===== config.mk =====
export PLATFORM = sky130hd
export DESIGN_NAME = opo_lock_servo
export DESIGN_NICKNAME = d
export VERILOG_FILES = /design/src/rtl/opo_lock_servo.sv
export SDC_FILE = /design/constraint.sdc
export NUM_CORES = 1
export LEC_CHECK = 0
export CAP_MARGIN = 5
export CORE_ASPECT_RATIO = 0.7
export CORE_UTILIZATION = 50
export CTS_CLUSTER_DIAMETER = 60
export CTS_CLUSTER_SIZE = 28
export DETAILED_ROUTE_END_ITERATION = 8
export PLACE_DENSITY = 0.75
export REMOVE_ABC_BUFFERS = 1
export SLEW_MARGIN = 20
export SYNTH_ARGS = -nofsm -noshare
export SYNTH_HDL_FRONTEND = slang
export SYNTH_SLANG_ARGS = --single-unit

===== constraint.sdc =====
create_clock -name clk -period 37.6 [get_ports clk]
set_input_delay 7.52 -clock clk [delete_from_list [all_inputs] [get_ports clk]]
set_output_delay 7.52 -clock clk [all_outputs]
set_load 0.01 [all_outputs]

===== src/rtl/opo_lock_servo.sv =====
`default_nettype none
// ============================================================================
// Module  : opo_lock_servo
// Brief   : Sweep-and-lock PI servo driving an OPO cavity piezo from a
//           decimated lock-in error signal.
// Rev     : 1.0  initial release
// ============================================================================
module opo_lock_servo #(
    parameter int word_width = 14,
    parameter int decim_log2 = 8
) (
    input  logic                           clk,
    input  logic                           rst,
    input  logic                           enable,
    input  logic                           polarity,
    input  logic signed [2*word_width-1:0] error_in,
    input  logic [4:0]                     kp_shift,
    input  logic [4:0]                     ki_shift,
    input  logic signed [word_width-1:0]   sweep_min,
    input  logic signed [word_width-1:0]   sweep_max,
    input  logic [word_width-1:0]          sweep_step,
    input  logic [2*word_width-1:0]        lock_threshold,
    input  logic [7:0]                     unlock_count,
    output logic signed [word_width-1:0]   dac_out,
    output logic [1:0]                     state_out,
    output logic                           locked
);
    localparam int c_ew = 2 * word_width;
    localparam int c_sw = c_ew + 2;
    localparam int c_xw = c_sw - word_width;
    localparam logic signed [c_ew-1:0]       c_emin    = {1'b1, {(c_ew-1){1'b0}}};
    localparam logic signed [c_ew-1:0]       c_emax    = {1'b0, {(c_ew-1){1'b1}}};
    localparam logic [decim_log2-1:0]        c_cnt_one = decim_log2'(1);

    typedef enum logic [1:0] {
        ST_IDLE  = 2'd0,
        ST_SWEEP = 2'd1,
        ST_LOCK  = 2'd2
    } state_t;

    state_t                       r_state, w_state_nxt;
    logic [decim_log2-1:0]        r_cnt;
    logic                         r_strobe;
    logic                         r_upd;
    logic signed [c_ew-1:0]       r_e, w_e;
    logic signed [word_width-1:0] r_pos, w_pos_nxt;
    logic signed [word_width-1:0] r_integ, w_integ_nxt;
    logic signed [word_width-1:0] r_dac, w_dac_nxt;
    logic                         r_dir, w_dir_nxt;
    logic [7:0]                   r_miss, w_miss_nxt;

    // Error capture: negation saturates so the most negative code cannot wrap.
    always_comb begin
        w_e = error_in;
        if (polarity) begin
            w_e = (error_in == c_emin) ? c_emax : -error_in;
        end
    end

    logic signed [c_ew:0] w_e_x;
    logic [c_ew:0]        w_abs;
    logic                 w_in_win;
    assign w_e_x    = {r_e[c_ew-1], r_e};
    assign w_abs    = w_e_x[c_ew] ? unsigned'(-w_e_x) : unsigned'(w_e_x);
    assign w_in_win = (w_abs < {1'b0, lock_threshold});

    // PI datapath, evaluated two bits wider than the error so nothing wraps.
    logic signed [c_ew-1:0]       w_pterm, w_iterm;
    logic signed [c_sw-1:0]       w_min_x, w_max_x, w_pos_x, w_step_x, w_integ_x;
    logic signed [c_sw-1:0]       w_pterm_x, w_iterm_x, w_integ_raw, w_isat_x, w_out_raw;
    logic signed [c_sw-1:0]       w_up, w_dn;
    logic signed [word_width-1:0] w_integ_sat, w_out_sat;
    logic                         w_integ_hi, w_integ_lo;

    assign w_pterm     = r_e >>> kp_shift;
    assign w_iterm     = r_e >>> ki_shift;
    assign w_pterm_x   = {{2{w_pterm[c_ew-1]}}, w_pterm};
    assign w_iterm_x   = {{2{w_iterm[c_ew-1]}}, w_iterm};
    assign w_min_x     = {{c_xw{sweep_min[word_width-1]}}, sweep_min};
    assign w_max_x     = {{c_xw{sweep_max[word_width-1]}}, sweep_max};
    assign w_pos_x     = {{c_xw{r_pos[word_width-1]}}, r_pos};
    assign w_step_x    = {{c_xw{1'b0}}, sweep_step};
    assign w_integ_x   = {{c_xw{r_integ[word_width-1]}}, r_integ};
    assign w_up        = w_pos_x + w_step_x;
    assign w_dn        = w_pos_x - w_step_x;

    assign w_integ_raw = w_integ_x + w_iterm_x;
    assign w_integ_hi  = (w_integ_raw >= w_max_x);
    assign w_integ_lo  = (w_integ_raw <= w_min_x);
    assign w_integ_sat = w_integ_hi ? sweep_max :
                         w_integ_lo ? sweep_min : w_integ_raw[word_width-1:0];
    assign w_isat_x    = {{c_xw{w_integ_sat[word_width-1]}}, w_integ_sat};
    assign w_out_raw   = w_isat_x + w_pterm_x;
    assign w_out_sat   = (w_out_raw >= w_max_x) ? sweep_max :
                         (w_out_raw <= w_min_x) ? sweep_min : w_out_raw[word_width-1:0];

    logic [8:0] w_miss_inc, w_unlock_lim;
    logic       w_miss_out;
    assign w_miss_inc   = {1'b0, r_miss} + 9'd1;
    assign w_unlock_lim = (unlock_count == 8'd0) ? 9'd1 : {1'b0, unlock_count};
    assign w_miss_out   = !w_in_win && (w_miss_inc >= w_unlock_lim);

    always_comb begin
        w_state_nxt = r_state;
        w_pos_nxt   = r_pos;
        w_dir_nxt   = r_dir;
        w_integ_nxt = r_integ;
        w_miss_nxt  = r_miss;
        w_dac_nxt   = r_dac;
        if (!enable) begin
            w_state_nxt = ST_IDLE;
            w_dir_nxt   = 1'b0;
            w_integ_nxt = '0;
            w_miss_nxt  = '0;
            w_dac_nxt   = '0;
        end else if (r_upd) begin
            case (r_state)
                ST_IDLE: begin
                    w_state_nxt = ST_SWEEP;
                    w_pos_nxt   = sweep_min;
                    w_dir_nxt   = 1'b0;
                    w_dac_nxt   = sweep_min;
                end
                ST_SWEEP: begin
                    if (w_in_win) begin
                        w_state_nxt = ST_LOCK;
                        w_integ_nxt = r_pos;
                        w_miss_nxt  = '0;
                    end else begin
                        if (sweep_min >= sweep_max) begin
                            w_pos_nxt = sweep_min;
                        end else if (!r_dir) begin
                            if (w_up >= w_max_x) begin
                                w_pos_nxt = sweep_max;
                                w_dir_nxt = 1'b1;
                            end else begin
                                w_pos_nxt = w_up[word_width-1:0];
                            end
                        end else begin
                            if (w_dn <= w_min_x) begin
                                w_pos_nxt = sweep_min;
                                w_dir_nxt = 1'b0;
                            end else begin
                                w_pos_nxt = w_dn[word_width-1:0];
                            end
                        end
                        w_dac_nxt = w_pos_nxt;
                    end
                end
                ST_LOCK: begin
                    w_integ_nxt = w_integ_sat;
                    w_dac_nxt   = w_out_sat;
                    w_miss_nxt  = w_in_win ? 8'd0 : w_miss_inc[7:0];
                    // Any loss condition resumes the sweep from the integrator value.
                    if (w_integ_hi || w_integ_lo || w_miss_out) begin
                        w_state_nxt = ST_SWEEP;
                        w_pos_nxt   = w_integ_sat;
                        w_dir_nxt   = w_integ_hi;
                        w_dac_nxt   = w_integ_sat;
                        w_miss_nxt  = '0;
                    end
                end
                default: begin
                    w_state_nxt = ST_IDLE;
                    w_dac_nxt   = '0;
                    w_integ_nxt = '0;
                end
            endcase
        end
    end

    always_ff @(posedge clk) begin
        if (rst) begin
            r_cnt    <= '0;
            r_strobe <= 1'b0;
            r_upd    <= 1'b0;
            r_e      <= '0;
            r_state  <= ST_IDLE;
            r_pos    <= '0;
            r_dir    <= 1'b0;
            r_integ  <= '0;
            r_miss   <= '0;
            r_dac    <= '0;
        end else begin
            r_cnt    <= r_cnt + c_cnt_one;
            r_strobe <= (r_cnt == '1);
            r_upd    <= r_strobe;
            if (r_strobe) begin
                r_e <= w_e;
            end
            r_state  <= w_state_nxt;
            r_pos    <= w_pos_nxt;
            r_dir    <= w_dir_nxt;
            r_integ  <= w_integ_nxt;
            r_miss   <= w_miss_nxt;
            r_dac    <= w_dac_nxt;
        end
    end

    assign dac_out   = r_dac;
    assign state_out = r_state;
    assign locked    = (r_state == ST_LOCK);

endmodule
`default_nettype wire

# Yosys cells after proc, flatten, opt, wreduce, memory -nomap -nowiden
# Index checks and enable logic that the tools add are counted.
# classes
eq_ne	8
bitwise	2
magnitude_cmp	9
shift	2
mux	33
add_sub_neg	8
n_reduce_logical	15
# ops
operator	n
$mux 14	12
$pmux 14 s3	3
$add 14x28->29	2
$ge 29x14->1	2
$le 29x14->1	2
$mux 28	2
$sshr 28x5->28	2
$mux 8	4
$lt 29x28->1	1
$mux 29	1
$neg 28->29	1
$eq 28x28->1 const B	1
$neg 28->28	1
$add 14x15->16	1
$ge 16x14->1	1
$le 16x14->1	1
$pmux 8 s2	1
$sub 14x15->16	1
$ge 14x14->1	1
$reduce_and 5->1	2
$add 8x1->9 const B	1
$ge 9x8->1	1
$reduce_and 3->1	3
$add 8x1->8 const B	1
19 further kinds	29
# word_totals
register_bits	91
output_inout_bits	17
inputBits	120

# Depth between registers and ports, before layout
# Gate-level depths: netlist of run 1.
# depth
ltp_word	11
mapped_depth	53
depth_no_buf	48

# Worst setup path after synthesis of run 1
# OpenSTA, ideal clock, no wires.
# synth_timing
path_type	in2reg
start	in ki_shift[1]
end	reg r_dac[8] (netlist: dac_out[8])
path_buffers	6
cell_stages	49
t_required_ns	37.480
slack_ns	19.123
setup_time_ns	0.120
arrival_ns	18.357
path_cell_list	clkbuf_1 > buf_1 > clkbuf_1 > mux4_2 > nand2_1 > o21ai_0 > a21oi_1 > mux2i_1 > ha_1 > or3_1 > or2_2 > o221ai_1 > a211oi_1 > o32a_1 > a221oi_2 > nand2_1 > nor4b_1 > a211o_1 > [13 not listed] > a21o_1 > a21o_1 > a21o_1 > o2111ai_1 > a21boi_0 > o21ai_0 > nor2b_1 > xnor2_1 > ha_1 > a21o_1 > nand3_1 > a31oi_1 > a211oi_1 > mux2i_1 > buf_2 > mux2i_1 > a221oi_1 > a211o_1
# synth_via
elab_chain_cells	11
# synth_lines
element	line_no	source
start, declared	18	input logic [4:0] ki_shift,
$sshr 28x5->28 *	76	assign w_iterm = r_e >>> ki_shift;
$add 14x28->29 *	87	assign w_integ_raw = w_integ_x + w_iterm_x;
$le 29x14->1	89	assign w_integ_lo = (w_integ_raw <= w_min_x);
$mux 14	91	w_integ_lo ? sweep_min : w_integ_raw[word_width-1:0];
$mux 14	90	assign w_integ_sat = w_integ_hi ? sweep_max :
$add 14x28->29	93	assign w_out_raw = w_isat_x + w_pterm_x;
$le 29x14->1	95	(w_out_raw <= w_min_x) ? sweep_min : w_out_raw[word_width-1:0];
$mux 14	95	
$mux 14	94	assign w_out_sat = (w_out_raw >= w_max_x) ? sweep_max :
$mux 14 *	155	if (w_integ_hi || w_integ_lo || w_miss_out) begin
$pmux 14 s3 *	117	case (r_state)
end signal, assigned	196	r_dac <= w_dac_nxt;
end, declared	48	logic signed [word_width-1:0] r_dac, w_dac_nxt;
# Mark *: on every way between the ends. The rest lies on a longest branch, timed or not.
# A chain may end at the register's enable or synchronous reset.

# Worst setup path after layout of run 1
# layout_timing
start	in ki_shift[2]
end	reg r_dac[12] (netlist: dac_out[12])
# Same word-level chain as after synthesis.

==> metrics, run 1 <==
DR iter-0 viols 1,995; #FFs+latches synth 91; PwrDens 20.8 mW/mm²; Avg WL per Cell approximately 21 µm; Initial Util around half; clk_skew about 0.015 ns; Syn Area/Cell 7.38 µm²; Min-Delay Path Class flip-flop to flip-flop; Setup Buffers After CTS 0; VDD IR max around 23 µV; synth-to-layout area growth 11.0%; vias per std cell 6.47; Placement Cell Area roughly 0.019 mm²; Fin Setup TNS 0 ns; hold wc startpoint r_cnt[0]; Hold Path End r_cnt[0]; library cells used by synthesis ~90; Nets 2,848; cells after synthesis between 2,000 and 2,500; fin crit share 55.0%; Simple-Gate Fraction of Synth Area between 10% and 20%; die area 0.0361 mm²; Reg2Reg Depth 44; core area roughly 0.035 mm²; crit path kind primary input to flip-flop; slack of the critical path between 15 and 20 ns; dpl ws approximately 17 ns; Design Area, Final slightly below 0.02 mm²; synth top area cells ha_1, dfxtp_1, a21oi_1; status finished clean; CP bufs+invs 4; CP Capture Type flip-flop; Yosys warning count 0; DRT Wirelength ~60,000 µm; Overflow after GRT 0; Hold Buf Count CTS 0; CTS Buf Count 9; CTS H-tree depth 3; post-synth top area share 20.6%; max cap viols 0; Core Util, Final between 50% and 60%; R2R Setup Slk about 25 ns; clk slew on worst S/H paths about 0.080 ns; Worst Tran Pin Value about 1.1 ns; crit-path max cell delay around 1.1 ns; Synth Flop Type dfxtp_1; DRC viols 0; final RePlAce weighted congestion approximately 1; initial antenna violation count 0; critical path's top delay family compound AO/OA/AOI/OAI gates; # diodes 0; Worst Hold Path Cells 1; startpoint types primary input; drt first pass iters 6; first-pass GRT wire length between 90,000 and 100,000 µm; largest net degree at the start of global routing between 40 and 50; clk buf depth 2; WP data arrival between 20 and 25 ns; CP Max Fanout 25; share of cells above drive strength 1 slightly above 5%; RSZ-0062 raised after global routing no; Die Wd between 200 and 250 µm; Post-Synth XOR/XNOR Area 6.35%; most common cell in the synthesized netlist ha_1; netlist area before placement roughly 0.018 mm²; vias in the first global route roughly 17,000; fill count 3,264; Crit-path slowest cell clkdlybuf4s50_1; Clock Latency Late Sink 0.38 ns; worst endpoint required time between 30 and 40 ns; Num Clock Sinks 91; Slew Viols, Final 0; die height approximately 160 µm; R2R Path End dac_out[12]; root buffer cell clkbuf_16; # IOs between 100 and 150; largest family of logic cells by synthesized area compound AO/OA/AOI/OAI gates; synth cell count leaders ha_1, nand2_1, a21oi_1, o21ai_0, nor2_1; fmax between 0.04 and 0.05 GHz; Adder-Cell Fraction of Synth Area between 20% and 30%; post-layout minimum cycle time just over 20 ns; Worst Hold Slack 0.453 ns; Worst R2R Start r_e[25]; final setup vio count 0; most used cell, CP o21ai_0; relative max-transition margin 24.1%; Post-CTS Resized 0; sequential share of the synthesized area approximately a tenth; Total GRT Usage between 30% and 40%; Final Hold Viols 0; remaining antenna violation count 0; final HPWL from detailed placement between 50,000 and 60,000 µm; Compound-Gate Fraction of Synth Area between 20% and 30%; cell taking the most area after synthesis ha_1; via count of the routed design 18,800; Leak about 9 nW; port bufs 136; # rows 57; EDFF count, synth 0; CTS tree yes; FFs w/ async S/R, synth 0%; portion of netlist area occupied by mux cells between 8 and 9%
where the power goes:
| group | leakage, nW | internal, mW | switching [mW] |
|---|---|---|---|
| registers | 0.733 | 0.0966 | 0.000216 |
| clock network | 0.136 | 0.0462 | 0.0460 |
| logic | 7.87 | 0.0883 | 0.131 |
cell families after synthesis:
logic type | count (synthesis)
muxes | 136
DFF | 91
and+or+nand+nor | 685
adders and majority gates | 295
AOI/OAI and AO/OA | 789
buffers and inverters | 267
xor gates and xnor gates | 128
flip-flops by register name, summed over array words and instances (netlist names), 2 cells and up:
name	cells
r_cnt	8
r_integ	14
r_pos	14
dac_out	14
state_out	2
r_miss	8
r_e	28
cell usage in the layout, fill, tap and decap left out, types with 28 or more instances in the layout:
master	n
a21oi_1	205
dfxtp_1	91
nor2b_1	28
mux2i_1	101
ha_1	291
nand4_1	34
xnor2_1	88
a21o_1	41
inv_1	130
a31oi_1	28
nor3_1	43
nand2_1	212
o21ai_0	192
a211oi_1	61
xor2_1	40
buf_4	28
nand3_1	45
clkdlybuf4s50_1	135
nor2_1	167
through the flow:
stage,cells,total power [mW]
3_5_place_dp,2894,0.311
4_1_cts,2910,0.403
5_1_grt,2910,0.434
2_1_floorplan,2258,0.240
3_3_place_gp,2894,0.305
6_report,2910,0.408
layer usage:
layer  part of all wire (%)  wire (µm)  up-vias  track usage, %
met3                     10       6420      106            8.10
met5                      0          0        -               0
met1                     46      28400     8821            48.6
met2                     41      25400      935            50.0
met4                    2.4       1510        0            8.57
li1                       -          -     8975               -
worst register-to-register path, delay by kind of cell, from the launching register on:
kind | cells | cell delay, ns
mux | 4 | 1.10
buf+inv | 2 | 0.37
compound gates | 24 | 7.72
fa+ha+maj | 5 | 1.68
simple gates | 9 | 1.40
flops | 1 | 0.50
how the worst max path moves through the flow:
stage	end	cells after the start	from
2_1_floorplan	dac_out[7]	42	ki_shift[0]
3_3_place_gp	dac_out[5]	46	ki_shift[2]
3_5_place_dp	dac_out[5]	46	ki_shift[2]
4_1_cts	dac_out[7]	46	ki_shift[2]
5_1_grt	dac_out[12]	46	ki_shift[2]
6_report	dac_out[12]	46	ki_shift[2]
area by class of cell:
| type | instances | area, µm² | area share (%) |
|---|---|---|---|
| Clock buffer | 10 | 229 | 1.17 |
| Clock inverter | 6 | 53.8 | 0.275 |
| Inverter | 134 | 503 | 2.57 |
| Multi-Input combinational cell | 2033 | 14800 | 75.7 |
| Sequential cell | 91 | 1820 | 9.30 |
| Tap cell | 472 | 591 | 3.01 |
| Timing Repair Buffer | 164 | 1570 | 8.00 |
No activity file was read; power rests on OpenSTA's default activity.
==> run 2, diff against run 1 <==
Settings changed: PLACE_DENSITY 0.75 to 0.78.
Clock period 37.6 ns to 17.8 ns, I/O delays scaled along.
==> run 2 against run 1 <==
The flow now finishes with violations (design-rule violations). Final cell count is essentially flat. Flip-flop and latch count is the same. Clock power is 120% higher. Largest power group unchanged. First-iteration DRC count decreased by 3.6%. Register-to-register slack got worse by 20 ns. Sequential power increased by 110%. Core utilization grew 0.12 points.
==> metrics, run 2 (synthesis gave the netlist of run 1 again) <==
Worst R2R Start r_e[27] (was r_e[25]); drt first pass iters 9 (was 6); Fin Setup TNS 0 ns (unchanged); Reg2Reg Depth 49 (was 44); multi-input logic area 0.0148 mm² (about the same); R2R Setup Slk 4.26 ns (was 24.71 ns); Total GRT Usage 34.4% (was 33.8%); Tot Pwr 873 µW (was 408 µW); first-pass GRT wire length 97,900 µm (was 96,400 µm); crit-path max cell delay 0.86 ns (was 1.10 ns); final HPWL from detailed placement 51,600 µm (was 50,200 µm); initial antenna violation count 1 (was 0); Clock Latency Late Sink 0.39 ns (was 0.38 ns); # IOs 137 (unchanged); Post-CTS Resized 0 (unchanged); via count of the routed design 18,900 (was 18,800); Hold Buf Count CTS 0 (unchanged); max FFs per register 28 (unchanged); vias per std cell 6.49 (was 6.47); core area 0.0347 mm² (unchanged); fmax around 0.06 GHz; fin crit share a little over nine tenths; CP Capture Point dac_out[10] (was dac_out[12]); fill count 3,230 (was 3,264); WP data arrival 16.97 ns (was 20.96 ns); Critical path origin ki_shift[1] (was ki_shift[2]); die area 0.0361 mm² (unchanged); R2R Path End dac_out[10] (was dac_out[12]); clk_skew 0.0193 ns (was 0.0153 ns); DR iter-0 viols 1,923 (was 1,995); Final Hold Viols 0 (unchanged); vias in the first global route 17,700 (was 17,400); PwrDens 44.5 mW/mm² (was 20.8 mW/mm²); largest net degree at the start of global routing 45 (unchanged); most used cell, CP o21ai_0 (unchanged); CTS tree yes (unchanged); startpoint types primary input (unchanged); CTS H-tree depth 3 (unchanged); CP Max Fanout 18 (was 25); share of cells above drive strength 1 5.08% (was 5.05%); clk slew on worst S/H paths 0.07 ns (was 0.08 ns); # diodes 0 (unchanged); remaining antenna violation count 0 (unchanged); Slew Viols, Final 0 (unchanged); Reg with most FFs r_e (unchanged); Num Clock Sinks 91 (unchanged); Worst Hold Slack 0.457 ns (was 0.453 ns); synth-to-layout area growth 11.2% (was 11.0%); leading cell type in the layout, fill and taps excluded ha_1 (unchanged); max cap viols 0 (unchanged); failing checks design-rule violations; Worst Tran Pin Value 1.12 ns (was 1.13 ns); Leak 8.75 nW (was 8.74 nW); root buffer cell clkbuf_16 (unchanged); # rows 57 (unchanged); RSZ-0062 raised after global routing no (unchanged); Overflow after GRT 0 (unchanged); CTS Buf Count 9 (unchanged); relative max-transition margin 24.9% (was 24.1%); status complete, but fails checks (was finished clean); DRC viols 2 (was 0); Initial Util 50.8% (unchanged); DRT Wirelength 62,800 µm (was 61,700 µm); final setup vio count 0 (unchanged); Nets 2,850 (was 2,848); Die Wd 227 µm (unchanged); Setup Buffers After CTS 0 (unchanged); crit path kind primary input to flip-flop (unchanged); port bufs 136 (unchanged); worst endpoint required time 18.07 ns (was 37.87 ns); slack of the critical path 1.10 ns (was 16.91 ns); clk buf depth 2 (unchanged); VDD IR max 43.1 µV (was 22.9 µV); CP Capture Type flip-flop (unchanged); Avg WL per Cell 21.6 µm (was 21.2 µm); final RePlAce weighted congestion 1.06 (was 1.00); Crit-path slowest cell clkdlybuf4s50_1 (unchanged); die height 159 µm (unchanged); Min-Delay Path Class flip-flop to flip-flop (unchanged); FF/Latch Area 0.00182 mm² (unchanged); post-layout minimum cycle time about 17 ns; dpl ws 0.777 ns (was 16.92 ns); most frequent cells in the layout ha_1, nand2_1, a21oi_1 (unchanged)
[run 2: area by class of cell]
cell class	count	share of cell area [%]
Clock inverter	7	0.357
Tap cell	472	3.01
Multi-Input combinational cell	2033	75.6
Sequential cell	91	9.28
Clock buffer	9	1.15
Inverter	134	2.56
Timing Repair Buffer	166	8.08
[run 2: worst min path at each step]
| stage | startpoint | end | slack, ns | depth (start not counted) |
|---|---|---|---|---|
| after CTS | r_cnt[0] | r_cnt[0] | 0.46 | 1 |
| after detailed placement | r_cnt[0] | r_cnt[0] | 0.44 | 1 |
| after global placement | r_cnt[0] | r_cnt[0] | 0.43 | 1 |
| after global routing | r_cnt[0] | r_cnt[0] | 0.49 | 1 |
| after floorplan | r_cnt[0] | r_cnt[0] | 0.42 | 1 |
| final | r_cnt[0] | r_cnt[0] | 0.46 | 1 |
[run 2: stage by stage]
stage          utilization, %  cells  instance area [µm²]
2_1_floorplan               -   2258                17100
3_3_place_gp             55.6   2896                19300
3_5_place_dp             55.6   2896                19300
4_1_cts                  56.5   2912                19600
5_1_grt                  56.5   2912                19600
6_report                 56.5   2912                19600
[run 2: critical path: cells and delay by family]
family                   cells  cell delay (ns)
buffers and inverters        4             1.56
multiplexers                 4             0.92
adder cells (fa/ha/maj)      5             1.76
AND/OR/NAND/NOR             11             1.69
AO/OA/AOI/OAI               26             7.45
[run 2: power by group]
part / switching [mW] / total (mW) / internal (mW)
logic: 0.280 / 0.469 / 0.189
registers: 0.000468 / 0.204 / 0.204
clock network: 0.102 / 0.200 / 0.0984
[run 2: metal layers]
metal	vias to the layer above	global-route usage [%]	part of all wire, %
met5	-	0	0
met4	0	11.5	3.3
met3	115	6.29	9.3
met2	898	51.5	42
met1	8900	49.2	45
li1	8978	-	-
==> run 3, diff against run 2 <==
Settings changed: CORE_MARGIN from default to 4.
==> run 3 against run 2 <==
The flow now finishes without violations. Critical endpoint is now dac_out[5]. Core utilization about the same. Flip-flop and latch count unchanged. Worst hold slack worse by 0.0045 ns.
==> metrics, run 3 (synthesis gave the netlist of run 1 again) <==
clk slew on worst S/H paths 0.08 ns (was 0.07 ns); Overflow after GRT 0 (unchanged); status finished clean (was complete, but fails checks); # IOs 137 (unchanged); RSZ-0062 raised after global routing no (unchanged); DRC viols 0 (was 2); # rows 57 (unchanged); fin crit share 94.0% (was 93.8%); most used cell, CP o21ai_0 (unchanged); FF/Latch Area 0.00182 mm² (unchanged); post-layout minimum cycle time 16.74 ns (was 16.70 ns); vias in the first global route 17,900 (was 17,700); final RePlAce weighted congestion 1.12 (was 1.06); PwrDens 44.4 mW/mm² (was 44.5 mW/mm²); VDD IR max 48.6 µV (was 43.1 µV); initial antenna violation count 1 (unchanged); Int Pwr 491 µW (about the same); clk_skew 0.0194 ns (was 0.0193 ns); max FFs per register 28 (unchanged); Post-CTS Resized 0 (unchanged); final HPWL from detailed placement 50,100 µm (was 51,600 µm); Crit-path slowest cell o21ai_0 (was clkdlybuf4s50_1); core area 0.0347 mm² (unchanged); Nets 2,847 (was 2,850); crit-path max cell delay 0.75 ns (was 0.86 ns); Min-Delay Path Class flip-flop to flip-flop (unchanged); clock share of power 23.4% (was 22.9%); Hold Buf Count CTS 0 (unchanged); remaining antenna violation count 0 (unchanged); die area 0.0384 mm² (was 0.0361 mm²); fill count 3,214 (was 3,230); R2R Setup Slk 4.57 ns (was 4.26 ns); most frequent cells in the layout ha_1, nand2_1, a21oi_1 (unchanged); vias per std cell 6.56 (was 6.49); Worst Hold Path Cells 1 (unchanged); Clock Latency Late Sink 0.39 ns (about the same); clk buf depth 2 (unchanged); Critical path origin ki_shift[1] (unchanged); R2R Path End dac_out[5] (was dac_out[10]); hold wc startpoint r_cnt[0] (unchanged); Reg2Reg Depth 48 (was 49); synth-to-layout area growth 11.1% (was 11.2%); CP Capture Type flip-flop (unchanged); Worst Tran Pin Value 1.10 ns (was 1.12 ns); via count of the routed design 19,100 (was 18,900); share of cells above drive strength 1 5.05% (was 5.08%); port bufs 136 (unchanged); Setup Buffers After CTS 0 (unchanged); leading cell type in the layout, fill and taps excluded ha_1 (unchanged); Leak 8.75 nW (about the same); # diodes 0 (unchanged); CP Max Fanout 33 (was 18); crit path kind primary input to flip-flop (unchanged); final setup vio count 0 (unchanged); Tot Pwr 871 µW (was 873 µW); CTS Buf Count 9 (unchanged); Total GRT Usage 30.9% (was 34.4%); largest net degree at the start of global routing 58 (was 45); root buffer cell clkbuf_16 (unchanged); Reg with most FFs r_e (unchanged); Num Clock Sinks 91 (unchanged); CTS tree yes (unchanged); Worst R2R Start r_e[27] (unchanged); CTS H-tree depth 3 (unchanged); multi-input logic area 0.0148 mm² (unchanged); Fin Setup TNS 0 ns (unchanged); first-pass GRT wire length 95,900 µm (was 97,900 µm); relative max-transition margin 26.7% (was 24.9%); combinational power share 53.2% (was 53.7%); DRT Wirelength 61,200 µm (was 62,800 µm); worst endpoint required time 18.07 ns (about the same); Slew Viols, Final 0 (unchanged); DR iter-0 viols 2,479 (was 1,923); Die Wd 233 µm (was 227 µm); die height 165 µm (was 159 µm); NetSw 380 µW (was 382 µW); Initial Util 50.8% (unchanged); max cap viols 0 (unchanged); drt first pass iters 9 (unchanged); WP data arrival 17.01 ns (was 16.97 ns); fmax 0.0597 GHz (was 0.0599 GHz); Avg WL per Cell 21.0 µm (was 21.6 µm); Final Hold Viols 0 (unchanged); startpoint types primary input (unchanged); Sw Share 43.6% (was 43.8%); Hold Path End r_cnt[0] (unchanged); sequential power share 23.5% (was 23.4%)
[run 3: metal layers]
layer  track usage (%)  share of wire, %
met1              42.8                44
met2              47.7                42
met3              7.32                12
met4              9.39               3.2
met5                 0             0.021
[run 3: cell type report]
class	count	share of cell area, %
Clock inverter	7	0.389
Inverter	134	2.56
Multi-Input combinational cell	2033	75.6
Tap cell	472	3.01
Clock buffer	9	1.15
Timing Repair Buffer	163	7.97
Sequential cell	91	9.29
[run 3: critical path: cells and delay by family]
kind	cells	cell delay (ns)
mux	5	1.17
simple gates	7	1.36
buf+inv	4	1.22
compound gates	25	7.84
fa+ha+maj	5	1.79
[run 3: per-stage QoR]
stage	worst slack, ns	utilization [%]	cell area, µm²	std cells	hold WS [ns]
final	1.06	56.5	19600	2909	0.453
after global placement	1.66	55.6	19300	2893	0.432
after global routing	0.0751	56.5	19600	2909	0.499
after detailed placement	1.03	55.6	19300	2893	0.440
after CTS	1.39	56.5	19600	2909	0.458
after floorplan	2.91	-	17100	2258	0.415
[run 3: power groups by stage]
stage / logic (mW) / registers (mW) / clock network, mW
2_1_floorplan: 0.298 / 0.209 / 0
3_3_place_gp: 0.429 / 0.209 / 0
3_5_place_dp: 0.446 / 0.209 / 0
4_1_cts: 0.449 / 0.204 / 0.204
5_1_grt: 0.508 / 0.205 / 0.211
6_report: 0.463 / 0.204 / 0.203
[run 3: how the worst max path moves through the flow]
stage | end | cells after the start
after floorplan | dac_out[7] | 42
after global placement | dac_out[5] | 47
after detailed placement | dac_out[5] | 47
after CTS | dac_out[5] | 47
after global routing | dac_out[5] | 47
final | dac_out[5] | 46
